===== src/rtl/uart_pkg.sv =====
// Shared UART definitions: state encodings, default bit period and frame width.
// Macro ODBIORNIK_MAJORITY_EN adds the 2-of-3 vote helper.
package uart_pkg;

    localparam int unsigned CLKS_PER_BIT_DEF = 10417;
    localparam int unsigned FRAME_W          = 8;
    localparam int unsigned CNT_W            = 32;

    typedef logic [CNT_W-1:0] cnt_t;

    typedef enum logic [2:0] {
        s_SPOCZYNEK   = 3'd0,
        s_START       = 3'd1,
        s_DATA        = 3'd2,
        s_STOP        = 3'd3,
        s_CZYSZCZENIE = 3'd4,
        s_CZEKAJ      = 3'd5
    } uart_state_t;

`ifdef ODBIORNIK_MAJORITY_EN
    function automatic logic majority3(input logic a, input logic b, input logic c);
        return (a & b) | (a & c) | (b & c);
    endfunction
`endif

endpackage


===== src/rtl/synchronizator.sv =====
// Two-flop synchronizer for an asynchronous single-bit input; resets to INIT.
module synchronizator #(
    parameter logic INIT = 1'b1
) (
    input  logic clk_i,
    input  logic rst_i,
    input  logic d,
    output logic q
);

    logic meta;

    always_ff @(posedge clk_i) begin
        if (rst_i) begin
            meta <= INIT;
            q    <= INIT;
        end else begin
            meta <= d;
            q    <= meta;
        end
    end

endmodule


===== src/rtl/odbiornik.sv =====
// 8N1 UART receiver with mid-bit sampling, framing-error detection and break wait.
// Macro ODBIORNIK_MAJORITY_EN selects 2-of-3 majority sampling around each mid-bit point.
module odbiornik
    import uart_pkg::*;
#(
    parameter int unsigned CLKS_PER_BIT = CLKS_PER_BIT_DEF,
    parameter int unsigned HALF_BIT     = CLKS_PER_BIT / 2
) (
    input  logic               clk_i,
    input  logic               rst_i,
    input  logic               RXD_i,
    output logic [FRAME_W-1:0] rxDATA,
    output logic               RX_END,
    output logic               RX_ERR,
    output logic               RX_BUSY
);

    localparam int unsigned IDX_W   = $clog2(FRAME_W);
    localparam cnt_t        START_T = cnt_t'(HALF_BIT - 1);
    localparam cnt_t        BIT_T   = cnt_t'(CLKS_PER_BIT - 1);
`ifdef ODBIORNIK_MAJORITY_EN
    // Decision lands one cycle past target; reloading 1 keeps the bit grid from drifting.
    localparam cnt_t        RELOAD  = cnt_t'(1);
`else
    localparam cnt_t        RELOAD  = cnt_t'(0);
`endif

    uart_state_t        state;
    cnt_t               cnt;
    logic [IDX_W-1:0]   bit_idx;
    logic [FRAME_W-1:0] shift;
    logic               rx_s;
    cnt_t               tgt;
    logic               sample_now;
    logic               sample_bit;

    synchronizator #(.INIT(1'b1)) u_sync (
        .clk_i (clk_i),
        .rst_i (rst_i),
        .d     (RXD_i),
        .q     (rx_s)
    );

    assign tgt = (state == s_START) ? START_T : BIT_T;

`ifdef ODBIORNIK_MAJORITY_EN
    logic [1:0] votes;

    // Capture the two early votes; the third is the live rx_s at decision time.
    always_ff @(posedge clk_i) begin
        if (rst_i) begin
            votes <= 2'b11;
        end else begin
            if (cnt == tgt - cnt_t'(1)) votes[1] <= rx_s;
            if (cnt == tgt)             votes[0] <= rx_s;
        end
    end

    always_comb begin
        sample_now = 1'b0;
        sample_bit = 1'b1;
        sample_now = (cnt == tgt + cnt_t'(1));
        sample_bit = majority3(votes[1], votes[0], rx_s);
    end
`else
    always_comb begin
        sample_now = 1'b0;
        sample_bit = 1'b1;
        sample_now = (cnt == tgt);
        sample_bit = rx_s;
    end
`endif

    // Receive FSM with registered data and status outputs.
    always_ff @(posedge clk_i) begin
        if (rst_i) begin
            state   <= s_SPOCZYNEK;
            cnt     <= '0;
            bit_idx <= '0;
            shift   <= '0;
            rxDATA  <= '0;
            RX_END  <= 1'b0;
            RX_ERR  <= 1'b0;
            RX_BUSY <= 1'b0;
        end else begin
            RX_END <= 1'b0;
            RX_ERR <= 1'b0;
            case (state)
                s_SPOCZYNEK: begin
                    RX_BUSY <= 1'b0;
                    if (!rx_s) begin
                        cnt     <= '0;
                        bit_idx <= '0;
                        state   <= s_START;
                        RX_BUSY <= 1'b1;
                    end
                end
                s_START: begin
                    if (sample_now) begin
                        if (!sample_bit) begin
                            cnt   <= RELOAD;
                            state <= s_DATA;
                        end else begin
                            state   <= s_SPOCZYNEK;
                            RX_BUSY <= 1'b0;
                        end
                    end else begin
                        cnt <= cnt + cnt_t'(1);
                    end
                end
                s_DATA: begin
                    if (sample_now) begin
                        shift[bit_idx] <= sample_bit;
                        cnt            <= RELOAD;
                        bit_idx        <= bit_idx + IDX_W'(1);
                        if (bit_idx == IDX_W'(FRAME_W - 1)) state <= s_STOP;
                    end else begin
                        cnt <= cnt + cnt_t'(1);
                    end
                end
                s_STOP: begin
                    if (sample_now) begin
                        cnt <= '0;
                        if (sample_bit) begin
                            rxDATA <= shift;
                            RX_END <= 1'b1;
                            state  <= s_CZYSZCZENIE;
                        end else begin
                            RX_ERR <= 1'b1;
                            state  <= s_CZEKAJ;
                        end
                    end else begin
                        cnt <= cnt + cnt_t'(1);
                    end
                end
                s_CZYSZCZENIE: begin
                    state   <= s_SPOCZYNEK;
                    RX_BUSY <= 1'b0;
                end
                s_CZEKAJ: begin
                    // Hold off until the line returns high so a break is not read as a start.
                    if (rx_s) begin
                        state   <= s_SPOCZYNEK;
                        RX_BUSY <= 1'b0;
                    end
                end
                default: begin
                    state   <= s_SPOCZYNEK;
                    RX_BUSY <= 1'b0;
                end
            endcase
        end
    end

endmodule

===== config.mk =====
export PLATFORM = sky130hd
export DESIGN_NAME = odbiornik
export DESIGN_NICKNAME = d
export VERILOG_FILES = /design/src/rtl/uart_pkg.sv /design/src/rtl/synchronizator.sv /design/src/rtl/odbiornik.sv
export SDC_FILE = /design/constraint.sdc
export NUM_CORES = 1
export LEC_CHECK = 0
export ABC_CLOCK_PERIOD_IN_PS = 3100
export BUFFER_PORTS_ARGS = -buffer_cell sky130_fd_sc_hd__clkbuf_2
export CELL_PAD_IN_SITES_DETAIL_PLACEMENT = 0
export CELL_PAD_IN_SITES_GLOBAL_PLACEMENT = 2
export CORE_MARGIN = 2
export CORE_UTILIZATION = 38
export CTS_BUF_LIST = sky130_fd_sc_hd__clkbuf_8
export CTS_CLUSTER_DIAMETER = 80
export CTS_CLUSTER_SIZE = 30
export DETAILED_ROUTE_END_ITERATION = 6
export PLACE_DENSITY = 0.8
export SKIP_LAST_GASP = 1
export SLEW_MARGIN = 20
export SYNTH_ARGS = -nofsm -noshare
export SYNTH_HDL_FRONTEND = slang
export SYNTH_HIERARCHICAL = 1
export SYNTH_SLANG_ARGS = --single-unit

===== constraint.sdc =====
create_clock -name clk_i -period 3.1 [get_ports clk_i]
set_input_delay 0.155 -clock clk_i [delete_from_list [all_inputs] [get_ports clk_i]]
set_output_delay 0.155 -clock clk_i [all_outputs]
set_load 0.005 [all_outputs]

Word level (Yosys, flattened, before mapping). Index checks and enable logic that the tools add are counted.

Magnitude comparators: 2. Reductions and logical operators: 11. Eq/ne operators: 12. Bitwise logic cells: 3. Add/subtract/negate cells: 2. Multiplexer cells: 25.

Operators with widths (number): 2-to-1 mux 32 bit (3); case mux 32 bit (3 select lines) (1); adder 32 x 1 -> 32 bit (second input constant) (1); equality test 32 x 14 -> 1 bit (1); 2-to-1 mux 3 bit (8); case mux 3 bit (5 select lines) (1); 2-to-1 mux 14 bit (1); inequality test 2 bit (second input constant) (5); bitwise mux 8 bit (1); equality test 3 x 2 -> 1 bit (second input constant) (2); equality test 3 bit (second input constant) (2); 2-to-1 mux 1 bit (6); case mux 3 bit (2 select lines) (1); AND reduction 3 bit (2); AND reduction 6 bit (1); less-than comparator 3 x 4 -> 1 bit (second input constant) (1); case mux 1 bit (4 select lines) (1); AND reduction 2 bit (2); adder 3 x 1 -> 3 bit (second input constant) (1); demux 1 bit (select 3 bit) (1); equality test 3 x 1 -> 1 bit (second input constant) (1); >= comparator 3 x 1 -> 1 bit (second input constant) (1); logical NOT 3 bit (1); inverter 1 bit (3); 7 further kinds (7).

Logic and storage cells: 65. Flip-flop bits (word level): 59.

Logic depth before layout (Yosys ltp). Gate-level depths: netlist (run 1).

Depth after elaboration: 5. Depth in mapped cells: 9. Mapped depth without buffers: 7.

Modules after synthesis. Netlist (run 1), hierarchy kept.

By module, submodules not included: odbiornik (cells an instance 368, times used 1, area each 2940.3 sq um, sequential area each 1141.1 sq um); synchronizator (cells an instance 4, times used 1, area each 52.6 sq um, sequential area each 40.0 sq um).

Worst setup path before layout (run 1). No wires, ideal clock.

Path type: flip-flop to flip-flop. From: register cnt[9]. To: register cnt[25]. Period minus slack after synthesis: 2.299 ns. Path buffers: 2. Arrival time: 2.224 ns. Path slack: 0.801 ns. Data required time: 3.026 ns. Library setup time: 0.074 ns. Cell stages (with the launch flop): 8. Cell sequence: dfxtp_1 -> clkbuf_2 -> nand4_2 -> or4_1 -> buf_2 -> or4_4 -> or4_1 -> a31oi_1.

Cells in the longest elaborated chain, start to end: 3.

RTL lines: start, declared (line odbiornik.sv:29) `cnt_t cnt;`; start signal, assigned (line odbiornik.sv:108) `cnt <= cnt + cnt_t'(1);`; start signal, assigned (line odbiornik.sv:118) `cnt <= cnt + cnt_t'(1);`; start signal, assigned (line odbiornik.sv:133) `cnt <= cnt + cnt_t'(1);`; adder 32 x 1 -> 32 bit or equality test 32 x 14 -> 1 bit (tied branches); 2-to-1 mux 32 bit, on equally long branches (line odbiornik.sv:112, odbiornik.sv:122, odbiornik.sv:99); case mux 32 bit (3 select lines) * (line odbiornik.sv:88) `case (state)`.

Mark *: on every way between the ends. The rest lies on a longest branch, timed or not. A chain may end at the register's enable or synchronous reset.

Worst setup path in the final report (run 1).
From: register state[1]. To: register cnt[24].

Cells in the longest elaborated chain, start to end: 5.

RTL lines: start, declared (line odbiornik.sv:28) `uart_state_t state;`; start signal, assigned (line odbiornik.sv:77) `state <= s_SPOCZYNEK;`; start signal, assigned (line odbiornik.sv:94) `state <= s_START;`; start signal, assigned (line odbiornik.sv:102) `state <= s_DATA;`; equality test 3 x 1 -> 1 bit (line odbiornik.sv:44, odbiornik.sv:88); 2-to-1 mux 14 bit (line odbiornik.sv:44) `assign tgt = (state == s_START) ? START_T : BIT_T;`; equality test 32 x 14 -> 1 bit (line odbiornik.sv:69) `sample_now = (cnt == tgt);`; 2-to-1 mux 32 bit, on equally long branches (line odbiornik.sv:112, odbiornik.sv:122, odbiornik.sv:99); case mux 32 bit (3 select lines) (line odbiornik.sv:88).

Several ways; a longest one is shown, not always the timed one.

==> results.json, run 1 <==
{
  "end_kind": "flop",
  "synth_area_um2": 2990,
  "slew_headroom_pct": 30.0,
  "yosysSeqAreaShare_pct": 39.5,
  "yosys_warnings": 6,
  "antenna_found_initial": 0,
  "status": "finished clean",
  "grt_overflow": 0,
  "regArea_um2": 1180,
  "synth.avg_cell_area_um2": 8.05,
  "fin_crit_ns": 2.54,
  "hold_class": "input port to flop",
  "period_share_pct": 82.0,
  "p_int_uw": 1320,
  "worstPathRequired_ns": 3.34,
  "nets": 389,
  "h-tree-depth": 3,
  "peakVddDrop_mv": 0.220,
  "drcViolationCount": 0,
  "grtUsageTotal_pct": 19.8,
  "switching_power_uw": 344,
  "p_total_uw": 1670,
  "io_pins": 14,
  "cap_violations": 0,
  "fin_setup_tns_ns": 0,
  "postRouteAntennaNets": 0,
  "grt_pass1_vias": 2605,
  "crit_start": "state[1]$_SDFFE_PP0P_",
  "synthTopCellsByArea": "dfxtp_1 (39%), mux2i_1 (6.0%), nand2_1 (4.6%), a21oi_1 (4.5%), nand3_1 (3.8%)",
  "multiInputGateArea_um2": 1690,
  "clock_latency_ns": 0.34,
  "synthToLayoutAreaGrowth_pct": 14.0,
  "r2r-start": "state[1]$_SDFFE_PP0P_",
  "hold_buffers": 1,
  "fp.dieH_um": 92.7,
  "rsz0062_at_grt": "false",
  "num_vias": 2747,
  "arrival_ns": 2.78,
  "synth_top_area_share_pct": 39.5,
  "max_clock_freq_mhz": 393,
  "ys_seq_elements": 59,
  "design.die.area_um2": 8600,
  "critical_path_class": "flop to flop",
  "synthFlopType": "dfxtp_1",
  "worst_pin_slew_ns": 1.05,
  "wl_per_cell_um": 16.4,
  "p_leak_uw": 0.00119,
  "drt-total-wl_um": 8010,
  "p_sw_share_pct": 20.6,
  "clock_skew_ns": 0.00861,
  "drive_above_1_share_pct": 11.9,
  "cts_buffer_depth": 2,
  "first_iter_violations": 158,
  "fill_cells": 832,
  "cp_max_fo": 13,
  "cts_tree": "yes",
  "crit_path_start_kind": "flop",
  "cts-buffers-inserted": 9,
  "final_cell_mix": "dfxtp_1 (59), nand2_1 (37), nor2_1 (28)",
  "combPwrFrac_pct": 2.5,
  "drt-pass1-iter-count": 4,
  "vias_per_cell": 5.61,
  "die_w_um": 92.7,
  "setup_violations": 0,
  "maxSlewViolCount": 0,
  "yosys.area.top_type": "dfxtp_1",
  "rows": 32,
  "dpl.hpwl_um": 5530,
  "finalWeightedCongestion": 0.828,
  "port_buffers": 13,
  "diodes": 0,
  "powerDensity_nw_per_um2": 489,
  "grt_pass1_wl_um": 13400,
  "start_util_pct": 38.9,
  "ctsRootBufferMaster": "clkbuf_8",
  "grt_start_max_net_pins": 36,
  "core_area_um2": 7690,
  "syn-num-nets": 378,
  "sequentialPowerShare_pct": 45.6,
  "synth_edf_count": 0,
  "cts_sinks": 59,
  "cts_resized": 0,
  "layout_commonest_cell": "dfxtp_1",
  "synth_cell_types": 48,
  "hold_viol_final": 0,
  "hold_start": "rst_i",
  "synthCells": 372,
  "async_flop_share_pct": 0,
  "path_clk_slew_ns": 0.07,
  "post_cts_buffers": 0,
  "clockPowerShare_pct": 51.8
}
==> per-stage QoR <==
step	instance area (um2)	setup WS, ns	std cells	util, %	hold WS [ns]
floorplan	2990	0.801	372	-	0.252
detailed placement	3160	0.560	473	41.1	0.334
CTS	3410	0.548	490	44.4	0.178
global placement	3160	0.610	473	41.1	0.330
global route	3410	0.329	490	44.4	0.217
finish	3410	0.557	490	44.4	0.203
==> area by class of cell <==
cell class,instances,area share (%)
multi-input combinational,281,49.4
sequential,59,34.6
timing repair buffer,23,4.18
clock buffer,10,4.03
tap,102,3.74
clock inverter,6,3.04
inverter,9,0.990
==> critical path, stage by stage, from the launching register on <==
cell and delay (ns):
dfxtp_1 0.40, nor3b_1 0.28, nor3_1 0.11, o2111a_1 0.41, nor3_1 0.74, o21ai_0 0.21
a311oi_1 0.29
==> routing by layer <==
layer / vias up / GRT usage [%] / wire [um]
met2: 42 / 28.7 / 3320
met1: 1291 / 29.5 / 4300
met3: 11 / 2.69 / 265
met5: - / 0 / 0
met4: 0 / 8.21 / 126
li1: 1403 / - / -
==> state kept, by name, indices dropped and copies added, names as in the netlist, 3 cells and up <==
name	cells
state	3
shift	8
bit_idx	3
cnt	32
rxDATA	8
==> path summary, 6_finish.rpt <==
check                                             to  slack [ns]  cells past startpoint
worst max-delay path            cnt[24]$_SDFFE_PP0P_        0.56                      6
worst min-delay path            cnt[12]$_SDFFE_PP0P_        0.20                      2
worst max register to register  cnt[24]$_SDFFE_PP0P_        0.56                      6
worst min register to register   u_sync/q$_SDFF_PP1_        0.41                      1
==> cell usage after synthesis, types with 2 or more instances <==
master,n
a21o_1,4
a21oi_1,27
a311oi_1,3
a31oi_1,7
and2_1,2
and3_1,7
and4_1,2
buf_2,2
clkbuf_1,19
clkbuf_2,2
dfxtp_1,59
ha_1,3
inv_1,9
mux2i_1,18
nand2_1,37
nand2b_1,6
nand3_1,23
nand3b_1,8
nand4_1,7
nor2_1,28
nor3_1,14
nor3b_1,4
nor4_1,13
o211ai_1,3
o21ai_0,17
o31ai_1,6
or2_1,2
or2_2,3
or3_1,11
or4_1,6
xnor2_1,3
==> power by group through the flow <==
stage	clock, uW	sequential (uW)	combinational, uW
floorplan	0	777	30.1
global placement	0	779	41.8
detailed placement	0	779	41.5
CTS	886	761	42.6
global route	910	761	47.7
finish	865	761	42.4
==> kinds of logic (layout without fill, tap and decap cells) <==
logic type / Yosys count / count (layout) / synth area share, %
and+or+nand+nor: 179 / 179 / 32.0
AOI/OAI and AO/OA: 77 / 77 / 15.8
DFF: 59 / 59 / 39.5
buffers and inverters: 32 / 48 / 4.18
muxes: 19 / 19 / 6.40
adders and majority gates: 3 / 3 / 1.25
xor gates and xnor gates: 3 / 3 / 0.878
Note: power is estimated with default switching activity, not from simulation.
==> run 2, diff against run 1 <==
--- a/config.mk
+++ b/config.mk
@@ -5,7 +5,7 @@
 export SDC_FILE = /design/constraint.sdc
 export NUM_CORES = 1
 export LEC_CHECK = 0
-export ABC_CLOCK_PERIOD_IN_PS = 3100
+export ABC_CLOCK_PERIOD_IN_PS = 2550
 export BUFFER_PORTS_ARGS = -buffer_cell sky130_fd_sc_hd__clkbuf_2
 export CELL_PAD_IN_SITES_DETAIL_PLACEMENT = 0
 export CELL_PAD_IN_SITES_GLOBAL_PLACEMENT = 2
==> constraint.sdc (replaced) <==
create_clock -name clk_i -period 2.55 [get_ports clk_i]
set_input_delay 0.1275 -clock clk_i [delete_from_list [all_inputs] [get_ports clk_i]]
set_output_delay 0.1275 -clock clk_i [all_outputs]
set_load 0.005 [all_outputs]
==> run 2 against run 1 <==
Effect of this change:
- global-route usage hardly changed
- critical path depth fell by 1
- routed wire length increased by 0.76%
- via count increased by 1.9%
- register-to-register slack got worse by 0.35 ns
- total power is 11% higher
- design area rose by 1.7%
- sequential power up 22%
- largest power group is now registers
==> results.json, run 2 (synthesized netlist as in run 1, its figures left out) <==
{
  "cts_sinks": 59,
  "port_buffers": 13,
  "hold_class": "input port to flop",
  "h-tree-depth": 3,
  "regArea_um2": 1180,
  "arrival_ns": 2.62,
  "drt-pass1-iter-count": 4,
  "crit_path_start_kind": "flop",
  "largest_register": "cnt",
  "maxSlewViolCount": 0,
  "drive_above_1_share_pct": 15.0,
  "fin_crit_ns": 2.35,
  "cts_resized": 0,
  "dpl.hpwl_um": 5750,
  "grt_overflow": 0,
  "final_cell_mix": "dfxtp_1 (59), nand2_1 (37), nor2_1 (28)",
  "fill_cells": 814,
  "cts_buffer_depth": 2,
  "fin_setup_tns_ns": 0,
  "critical_path_class": "flop to flop",
  "grt_pass1_wl_um": 13400,
  "cts_tree": "yes",
  "reg.largest.list": "cnt (32), rxDATA (8), shift (8)",
  "peakVddDrop_mv": 0.290,
  "design.die.area_um2": 8600,
  "nets": 402,
  "multiInputGateArea_um2": 1690,
  "fp.dieH_um": 92.7,
  "layout_commonest_cell": "dfxtp_1",
  "worst_pin_slew_ns": 0.552,
  "p_leak_uw": 0.00122,
  "grt_pass1_vias": 2669,
  "diodes": 0,
  "largest_reg_flops": 32,
  "postRouteAntennaNets": 0,
  "hold_viol_final": 0,
  "finalWeightedCongestion": 0.897,
  "powerDensity_nw_per_um2": 534,
  "period_share_pct": 92.0,
  "clock_skew_ns": 0.00848,
  "ctsRootBufferMaster": "clkbuf_8",
  "grtUsageTotal_pct": 19.9,
  "clock_latency_ns": 0.35,
  "synthToLayoutAreaGrowth_pct": 16.0,
  "drt-total-wl_um": 8070,
  "vias_per_cell": 5.57,
  "wl_per_cell_um": 16.0,
  "io_pins": 14,
  "first_iter_violations": 119,
  "grt_start_max_net_pins": 36,
  "end_kind": "flop",
  "slew_headroom_pct": 63.2,
  "path_clk_slew_ns": 0.08,
  "cap_violations": 0,
  "final_util_pct": 45.1,
  "core_area_um2": 7690,
  "max_clock_freq_mhz": 426,
  "setup_violations": 0,
  "num_vias": 2800,
  "die_w_um": 92.7,
  "cts-buffers-inserted": 9,
  "rows": 32,
  "worstPathRequired_ns": 2.82,
  "cp_max_fo": 7,
  "status": "finished clean",
  "drcViolationCount": 0,
  "rsz0062_at_grt": "false",
  "start_util_pct": 38.9,
  "antenna_found_initial": 0
}
[run 2: critical path: stages, from the launching register on]
cell and delay [ns]:
dfxtp_1 0.44, nand4_2 0.17, or4_1 0.57, or4_4 0.53, or4_1 0.41, a31oi_1 0.16
[run 2: layer usage]
layer	track usage, %	vias up	share of wire (%)
met3	4.56	10	6.0
met5	0	-	0
met2	30.6	59	43
li1	-	1421	-
met4	6.50	0	1.2
met1	27.5	1310	50
[run 2: power breakdown]
group	switching [uW]	internal, uW
Sequential	2.39	923
Clock	418	455
Combinational	35.1	19.1
[run 2: cell type report]
type	instances	share of cell area (%)
multi-input combinational	281	48.6
sequential	59	34.0
timing repair buffer	36	6.92
tap	102	3.68
clock buffer	9	3.57
clock inverter	7	2.24
inverter	9	0.973
[run 2: path summary, 6_finish.rpt]
path | startpoint | endpoint | slack [ns] | cells past startpoint
worst max-delay path | cnt[10]$_SDFFE_PP0P_ | cnt[25]$_SDFFE_PP0P_ | 0.20 | 5
worst min-delay path | rst_i | cnt[25]$_SDFFE_PP0P_ | 0.17 | 2
worst max register to register | cnt[10]$_SDFFE_PP0P_ | cnt[25]$_SDFFE_PP0P_ | 0.20 | 5
worst min register to register | u_sync/meta$_SDFF_PP1_ | u_sync/q$_SDFF_PP1_ | 0.41 | 1
[run 2: metrics by stage]
stage	cell area [um2]	setup slack, ns	power (uW)	hold slack [ns]	cells
after detailed placement	3260	0.218	1000	0.310	486
after floorplan	2990	0.251	982	0.225	372
after CTS	3470	0.203	1880	0.149	503
after global placement	3260	0.283	1000	0.303	486
after global routing	3470	0.0347	1930	0.179	503
final	3470	0.203	1850	0.172	503
[run 2: repair_timing]
| action | in CTS | in global routing |
|---|---|---|
| hold endpoints to repair | 1 | 0 |
| buffers inserted | 0 | 0 |
| setup endpoints to repair | 0 | 0 |
| hold buffers | 1 | 0 |
